**src/rtl/ssd_pkg.sv**
```systemverilog
// Shared types and constants for the seven-segment message scheduler.
package ssd_pkg;

  typedef enum logic [1:0] {
    IDLE,
    BANNER,
    LEVEL
  } state_t;

  localparam logic [3:0] GLYPH_P = 4'hA;
  localparam logic [3:0] GLYPH_L = 4'hB;
  localparam logic [3:0] GLYPH_A = 4'hC;
  localparam logic [3:0] GLYPH_Y = 4'hD;
  localparam logic [3:0] GLYPH_D = 4'hE;
  localparam logic [3:0] GLYPH_E = 4'hF;

  // Digit 4 is leftmost, so the word reads from the top nibble down.
  localparam logic [15:0] MSG_PLAY = {GLYPH_P, GLYPH_L, GLYPH_A, GLYPH_Y};
  localparam logic [15:0] MSG_DEAD = {GLYPH_D, GLYPH_E, GLYPH_A, GLYPH_D};

endpackage

```
**src/rtl/ssd_msg_scheduler_if.sv**
```systemverilog
// Request/payload bundle and display outputs of the message scheduler.
interface ssd_msg_scheduler_if #(
  parameter int N = 4
);
  logic [N-1:0]    req;
  logic [16*N-1:0] msg;
  logic [N-1:0]    grant;
  logic [N-1:0]    done;
  logic            busy;
  logic [3:0]      ssd_1;
  logic [3:0]      ssd_2;
  logic [3:0]      ssd_3;
  logic [3:0]      ssd_4;

  modport master (
    output req, msg,
    input  grant, done, busy, ssd_1, ssd_2, ssd_3, ssd_4
  );

  modport slave (
    input  req, msg,
    output grant, done, busy, ssd_1, ssd_2, ssd_3, ssd_4
  );
endinterface

```
**src/rtl/ssd_prio_pick.sv**
```systemverilog
// Fixed-priority one-hot picker: lowest set index wins.
module ssd_prio_pick #(
  parameter int N = 4
) (
  input  logic [N-1:0] req,
  output logic [N-1:0] gnt,
  output logic         any
);
  // Two's-complement trick isolates the lowest set bit.
  assign gnt = req & (~req + N'(1));
  assign any = |req;
endmodule

```
**src/rtl/ssd_msg_scheduler.sv**
```systemverilog
// Arbitrates the four-digit display between queued one-shot banners and level-held sources.
module ssd_msg_scheduler
  import ssd_pkg::*;
#(
  parameter int          N            = 4,
  parameter int          HOLD         = 2,
  parameter logic [N-1:0] ONESHOT_MASK = N'(4'b0011),
  parameter logic [15:0] DEFAULT_MSG  = 16'h0000
) (
  input logic                 clk_1,
  input logic                 rst_n,
  ssd_msg_scheduler_if.slave  bus
);
  localparam int CW = $clog2(HOLD + 1);

  state_t         state;
  logic [CW-1:0]  hold_cnt;
  logic [N-1:0]   req_d, pending, grant_q, done_q;
  logic [15:0]    buf_q [N];
  logic [15:0]    ssd_q;
  logic           busy_q;

  logic [N-1:0]   accept, clear, pending_next, level_req;
  logic [N-1:0]   ban_oh, lvl_oh;
  logic           ban_any, lvl_any, completing, banner_hold;
  logic [15:0]    buf_next [N];
  logic [15:0]    ban_msg, lvl_msg;

  // A repeat event while still pending is dropped, even on the completion edge.
  assign accept       = bus.req & ~req_d & ONESHOT_MASK & ~pending;
  assign completing   = (state == BANNER) && (hold_cnt == CW'(HOLD));
  assign banner_hold  = (state == BANNER) && !completing;
  assign clear        = completing ? grant_q : '0;
  assign pending_next = (pending & ~clear) | accept;
  assign level_req    = bus.req & ~ONESHOT_MASK;

  ssd_prio_pick #(.N(N)) u_ban_pick (.req(pending_next), .gnt(ban_oh), .any(ban_any));
  ssd_prio_pick #(.N(N)) u_lvl_pick (.req(level_req),    .gnt(lvl_oh), .any(lvl_any));

  // NOTE: every output of a combinational block gets a default first so no latch is inferred.
  always_comb begin
    ban_msg = '0;
    lvl_msg = '0;
    for (int i = 0; i < N; i++) begin
      // A banner starting on its own event edge must see the payload being captured now.
      buf_next[i] = accept[i] ? bus.msg[16*i +: 16] : buf_q[i];
      if (ban_oh[i]) ban_msg = ban_msg | buf_next[i];
      if (lvl_oh[i]) lvl_msg = lvl_msg | bus.msg[16*i +: 16];
    end
  end

  // NOTE: state is updated with non-blocking assignments so every register samples pre-edge values.
  always_ff @(posedge clk_1 or negedge rst_n) begin
    if (!rst_n) begin
      state    <= IDLE;
      hold_cnt <= '0;
      req_d    <= '0;
      pending  <= '0;
      grant_q  <= '0;
      done_q   <= '0;
      busy_q   <= 1'b0;
      ssd_q    <= DEFAULT_MSG;
      // NOTE: the banner buffers are small and architecturally reset, so they are cleared here too.
      for (int i = 0; i < N; i++) buf_q[i] <= '0;
    end else begin
      req_d   <= bus.req;
      pending <= pending_next;
      done_q  <= clear;
      for (int i = 0; i < N; i++) buf_q[i] <= buf_next[i];

      if (banner_hold) begin
        hold_cnt <= hold_cnt + CW'(1);
      end else if (ban_any) begin
        state    <= BANNER;
        hold_cnt <= CW'(1);
        grant_q  <= ban_oh;
        ssd_q    <= ban_msg;
        busy_q   <= 1'b1;
      end else if (lvl_any) begin
        state    <= LEVEL;
        hold_cnt <= '0;
        grant_q  <= lvl_oh;
        ssd_q    <= lvl_msg;
        busy_q   <= 1'b1;
      end else begin
        state    <= IDLE;
        hold_cnt <= '0;
        grant_q  <= '0;
        ssd_q    <= DEFAULT_MSG;
        busy_q   <= 1'b0;
      end
    end
  end

  assign bus.grant = grant_q;
  assign bus.done  = done_q;
  assign bus.busy  = busy_q;
  assign bus.ssd_1 = ssd_q[3:0];
  assign bus.ssd_2 = ssd_q[7:4];
  assign bus.ssd_3 = ssd_q[11:8];
  assign bus.ssd_4 = ssd_q[15:12];

endmodule

```
**src/flat_wrapper.sv**
```systemverilog
// flat-port wrapper written by rule: the top's interface ports become plain ports
module ssd_msg_scheduler_flat import ssd_pkg::*;
#(
  parameter int          N            = 4,
  parameter int          HOLD         = 2,
  parameter logic [N-1:0] ONESHOT_MASK = N'(4'b0011),
  parameter logic [15:0] DEFAULT_MSG  = 16'h0000
)
  (clk_1, rst_n, bus_req, bus_msg, bus_grant, bus_done, bus_busy, bus_ssd_1, bus_ssd_2, bus_ssd_3, bus_ssd_4);
  ssd_msg_scheduler_if #(.N(N)) bus_i ();
  input logic clk_1;
  input logic rst_n;
  input wire logic [$bits(bus_i.req)-1:0] bus_req;
  input wire logic [$bits(bus_i.msg)-1:0] bus_msg;
  output wire logic [$bits(bus_i.grant)-1:0] bus_grant;
  output wire logic [$bits(bus_i.done)-1:0] bus_done;
  output wire logic [$bits(bus_i.busy)-1:0] bus_busy;
  output wire logic [$bits(bus_i.ssd_1)-1:0] bus_ssd_1;
  output wire logic [$bits(bus_i.ssd_2)-1:0] bus_ssd_2;
  output wire logic [$bits(bus_i.ssd_3)-1:0] bus_ssd_3;
  output wire logic [$bits(bus_i.ssd_4)-1:0] bus_ssd_4;
  assign bus_i.req = bus_req;
  assign bus_i.msg = bus_msg;
  assign bus_grant = bus_i.grant;
  assign bus_done = bus_i.done;
  assign bus_busy = bus_i.busy;
  assign bus_ssd_1 = bus_i.ssd_1;
  assign bus_ssd_2 = bus_i.ssd_2;
  assign bus_ssd_3 = bus_i.ssd_3;
  assign bus_ssd_4 = bus_i.ssd_4;
  ssd_msg_scheduler #(.N(N), .HOLD(HOLD), .ONESHOT_MASK(ONESHOT_MASK), .DEFAULT_MSG(DEFAULT_MSG)) u_core (.clk_1(clk_1), .rst_n(rst_n), .bus(bus_i));
endmodule
```
**config.mk**
```make
export PLATFORM = sky130hd
export DESIGN_NAME = ssd_msg_scheduler_flat
export DESIGN_NICKNAME = d
export VERILOG_FILES = /design/src/rtl/ssd_pkg.sv /design/src/rtl/ssd_msg_scheduler_if.sv /design/src/rtl/ssd_prio_pick.sv /design/src/rtl/ssd_msg_scheduler.sv /design/src/flat_wrapper.sv
export SDC_FILE = /design/constraint.sdc
export NUM_CORES = 1
export LEC_CHECK = 0
export BUFFER_PORTS_ARGS = -buffer_cell sky130_fd_sc_hd__buf_2
export CAP_MARGIN = 20
export CORE_MARGIN = 2
export CORE_UTILIZATION = 23
export DETAILED_ROUTE_END_ITERATION = 12
export GPL_TIMING_DRIVEN = 0
export MAX_ROUTING_LAYER = met4
export SETUP_SLACK_MARGIN = 0.4
export SYNTH_ARGS = -nofsm -noshare
export SYNTH_HDL_FRONTEND = slang
export SYNTH_HIERARCHICAL = 1
export SYNTH_SLANG_ARGS = --single-unit
```
**constraint.sdc**
```tcl
create_clock -name clk_1 -period 3.8 [get_ports clk_1]
set_clock_uncertainty 0.1 [all_clocks]
set_input_delay 0.19 -clock clk_1 [delete_from_list [all_inputs] [get_ports clk_1]]
set_output_delay 0.19 -clock clk_1 [all_outputs]
set_load 0.005 [all_outputs]
```
==> results by group <==
Run status
  – Outcome: finished, final reports clean

STA
  – Fmax: 0.309 GHz
  – Final Cycle Share: 85.1%
  – Normalized max-slew margin: a little over two fifths
  – Setup violators final: 0
  – Max-slew violations: 0
  – Endpoints failing hold: 0
  – Slew @ Worst Pin: 849 ps
  – Min cycle time layout: between 3000 and 4000 ps
  – Setup TNS: 0 ps
  – Final setup margin: 565 ps
  – RSZ-0062 raised after global routing: no

GRT
  – Tot GR Track Use: 14.3%
  – Vias in the first global route: 2719
  – Initial antenna violation count: 0
  – Largest net degree at the start of global routing: 68
  – Grt total ovfl: 0
  – First-pass GRT wire length: ~15000 um

Clock tree
  – Worst skew pair latency: 320 ps
  – Clk slew on worst S/H paths: ~50 ps
  – Depth of the CTS H-tree: 3
  – Clk buf depth: 2
  – CTS root buf: clkbuf_16
  – CTS tree: yes
  – CTS buffer count: 9
  – Clk sinks: 67

Die
  – Io pins: 95
  – Die Y: 120 um
  – Core area: around 0.013 mm2
  – Standard-cell rows: 42
  – Die Area: 0.0143 mm2
  – Effective utilization at floorplan: about a quarter
  – Die W: 120 um

Synthesis
  – Mux contribution to synthesized area: 11.7%
  – Cell Area, Synth: 0.00308 mm2
  – Synth Area in Compound Gates: a little under a fifth
  – Syn avg cell area: ~12 um2
  – Gate Count Post-Synth: ~250
  – Synthesized flop and latch total: 67
  – Largest family of logic cells by synthesized area: compound AO/OA/AOI/OAI gates
  – Synth Area in Adders: less than 1%
  – Library cells used by synthesis: 33
  – Share of the yosys chip area belonging to registers: 54.4%
  – Post-Synth XOR/XNOR Area: 0%
  – Synth Area in Simple Gates: between 9 and 10%
  – Synth warn: 6

Layout
  – Total Nets Final: 438
  – Area Growth Syn to Fin: 34.1%
  – Core Util, Final: 31.4%
  – Share of cells above drive strength 1: 41.2%
  – Filler cells: 1372

Detailed routing
  – Drt drc: 0
  – Vias/cell: 4.58
  – Post-route ant nets: 0
  – Drt first-iter violations: between 100 and 150
  – Drt first pass iters: 7
  – DRT Wirelength: 9460 um
  – Drt wl/cell: 17.3 um
  – Via Count: 2512

Worst setup path
  – Internal reg-to-reg setup slack: 560 ps
  – Slowest cell on the critical path: or4_1
  – Buf+Inv Stages, Crit Path: 3
  – Worst reg2reg path depth: 10
  – Delay-heaviest family, CP: simple AND/OR/NAND/NOR gates
  – Cell-by-cell listing of the critical path: inv_1 > ha_1 > and3b_1 > nand2_1 > a21o_1 > or4_1 > and3_1 > clkbuf_1 > buf_2 > a221o_1
  – Crit Path Category: register to register
  – Reg2reg start: u_core/hold_cnt[0]
  – Required time worst endpoint: 3900 ps
  – Max FO, Critical Path: 10
  – Reg-to-reg critical path endpoint: u_core/ssd_q[12]
  – Crit. End Element: register
  – CP Data Arrival Time: about 3300 ps
  – Critical path startpoint category: register
  – Crit-path max cell delay: 670 ps

Placement
  – Buffers on Ports: 94
  – Pre-CTS setup slack: 449 ps
  – RePlAce Congestion: 0.788
  – Post-DP HPWL: 6640 um

Flow run
  – Max_cap viols: 0

Min path
  – Worst Hold Path Cells: 2
  – Endpoint, Worst Hold: u_core/buf_q[61]
  – Hold Path Class: input port to register
  – HP Start: bus_msg[13]

Power
  – Pleak: approximately 0.0020 uW
  – Power density over the cells: 737 mW/mm2
  – Worst vdd ir: 0.204 mV
[kinds of logic after synthesis]
kind of cell | Yosys count
AOI/OAI and AO/OA | 71
buffers and inverters | 24
other | 1
DFF | 67
adders and majority gates | 1
muxes | 32
and+or+nand+nor | 55
[layer usage]
metal	GRT usage (%)	routed length [um]	vias to the layer above
met5	-	0	-
met4	5.07	191	0
met2	21.8	4490	77
met3	3.42	483	13
li1	-	-	1175
met1	18.7	4300	1247
[cells in the mapped netlist (all sizes together)]
master  instances  area, um2
dfrtp          67       1680
a22oi          32        240
mux2           32        360
nand2          24       90.1
a221o          16        160
a22o           16        140
clkbuf         11       41.3
buf            10       83.8
nor2b           5       31.3
nor3b           5       47.5
nand3           4       20.0
nor2            4       15.0
and2            3       21.3
inv             3       11.3
a21o            2       15.0
and3            2       12.5
nor4b           2       17.5
o21ai           2       10.0
or4             2       15.0
a21boi          1       7.51
a21oi           1       5.00
a221oi          1       8.76
and3b           1       8.76
conb            1       3.75
ha              1       12.5
nand3b          1       7.51
or2b            1       7.51
or3b            1       8.76
[sequential cells by signal, summed over array words and instances (netlist names)]
name              flops
u_core/buf_q         32
u_core/bus.busy       1
u_core/bus.done       4
u_core/bus.grant      4
u_core/hold_cnt       2
u_core/pending        4
u_core/req_d          2
u_core/ssd_q         16
u_core/state          2
[power breakdown]
group          internal, uW  leakage [uW]  switching (uW)
Combinational           567       0.00101             560
Clock                   489      0.000141             284
Sequential             1020      0.000819             120
[metrics by stage]
step / hold WS [ps] / instance area (um2) / cells / total power [uW]
floorplan: -206 / 3110 / 259 / 1880
global route: 32.1 / 4130 / 547 / 3250
finish: 36.2 / 4130 / 548 / 3040
global placement: 213 / 3800 / 529 / 2230
CTS: 25.7 / 4110 / 547 / 3070
detailed placement: 211 / 3800 / 529 / 2280
[layout by cell type (no fill, tap or decap), types with 2 or more instances in the layout]
cell and n:
conb_1 9, a22o_1 16, o21ai_0 2, clkbuf_16 9, or4_1 2, clkbuf_8 3
dlygate4sd3_1 3, and3_1 2, nand3_1 4, nor4b_1 2, buf_2 97, clkinv_2 2
nor2b_1 5, inv_1 3, nand2_1 24, and2_1 2, a221o_1 16, nor3b_1 3
mux2_2 32, nor2_1 4, clkbuf_1 12, a22oi_1 32, buf_4 3, a21o_1 2
nor3b_4 2, buf_6 3, dfrtp_1 67
[timing repair]
item | in CTS | in global routing
hold endpoints to repair | 69 | 0
resized for setup | 0 | 2
setup buffers | 0 | 0
endpoints found under the setup margin | 0 | 10
hold buffers | 3 | 0
[worst reg2reg max path, cell delays in order (launching register included)]
cell and delay (ps):
dfrtp_1 370, inv_1 60, ha_1 170, and3b_1 270
nand2_1 110, a21o_1 250, or4_1 680, and3_1 230
clkbuf_1 240, buf_2 290, a221o_1 340
[how the worst max path moves through the flow]
stage	from	endpoint	cells past startpoint	slack, ps
final	u_core/hold_cnt[0]	u_core/ssd_q[12]	10	560
after floorplan	u_core/hold_cnt[0]	u_core/ssd_q[10]	10	1110
after detailed placement	u_core/pending[0]	u_core/ssd_q[12]	8	450
after global routing	u_core/pending[0]	u_core/ssd_q[12]	8	410
after global placement	u_core/pending[0]	u_core/ssd_q[14]	8	450
after CTS	u_core/pending[0]	u_core/ssd_q[12]	8	420
[layout make-up]
type / instances / area (um2) / area share [%]
plain buffers: 21 / 125 / 3.03
clock inverters: 2 / 10.0 / 0.242
multi-input cells: 168 / 1310 / 31.7
flip-flops and latches: 67 / 1680 / 40.6
repair buffers: 97 / 503 / 12.2
inverters: 3 / 11.3 / 0.273
diodes: 1 / 2.50 / 0.0606
well taps: 176 / 220 / 5.33
clock buffers: 13 / 270 / 6.55
Note: power is estimated with default switching activity, not from simulation.
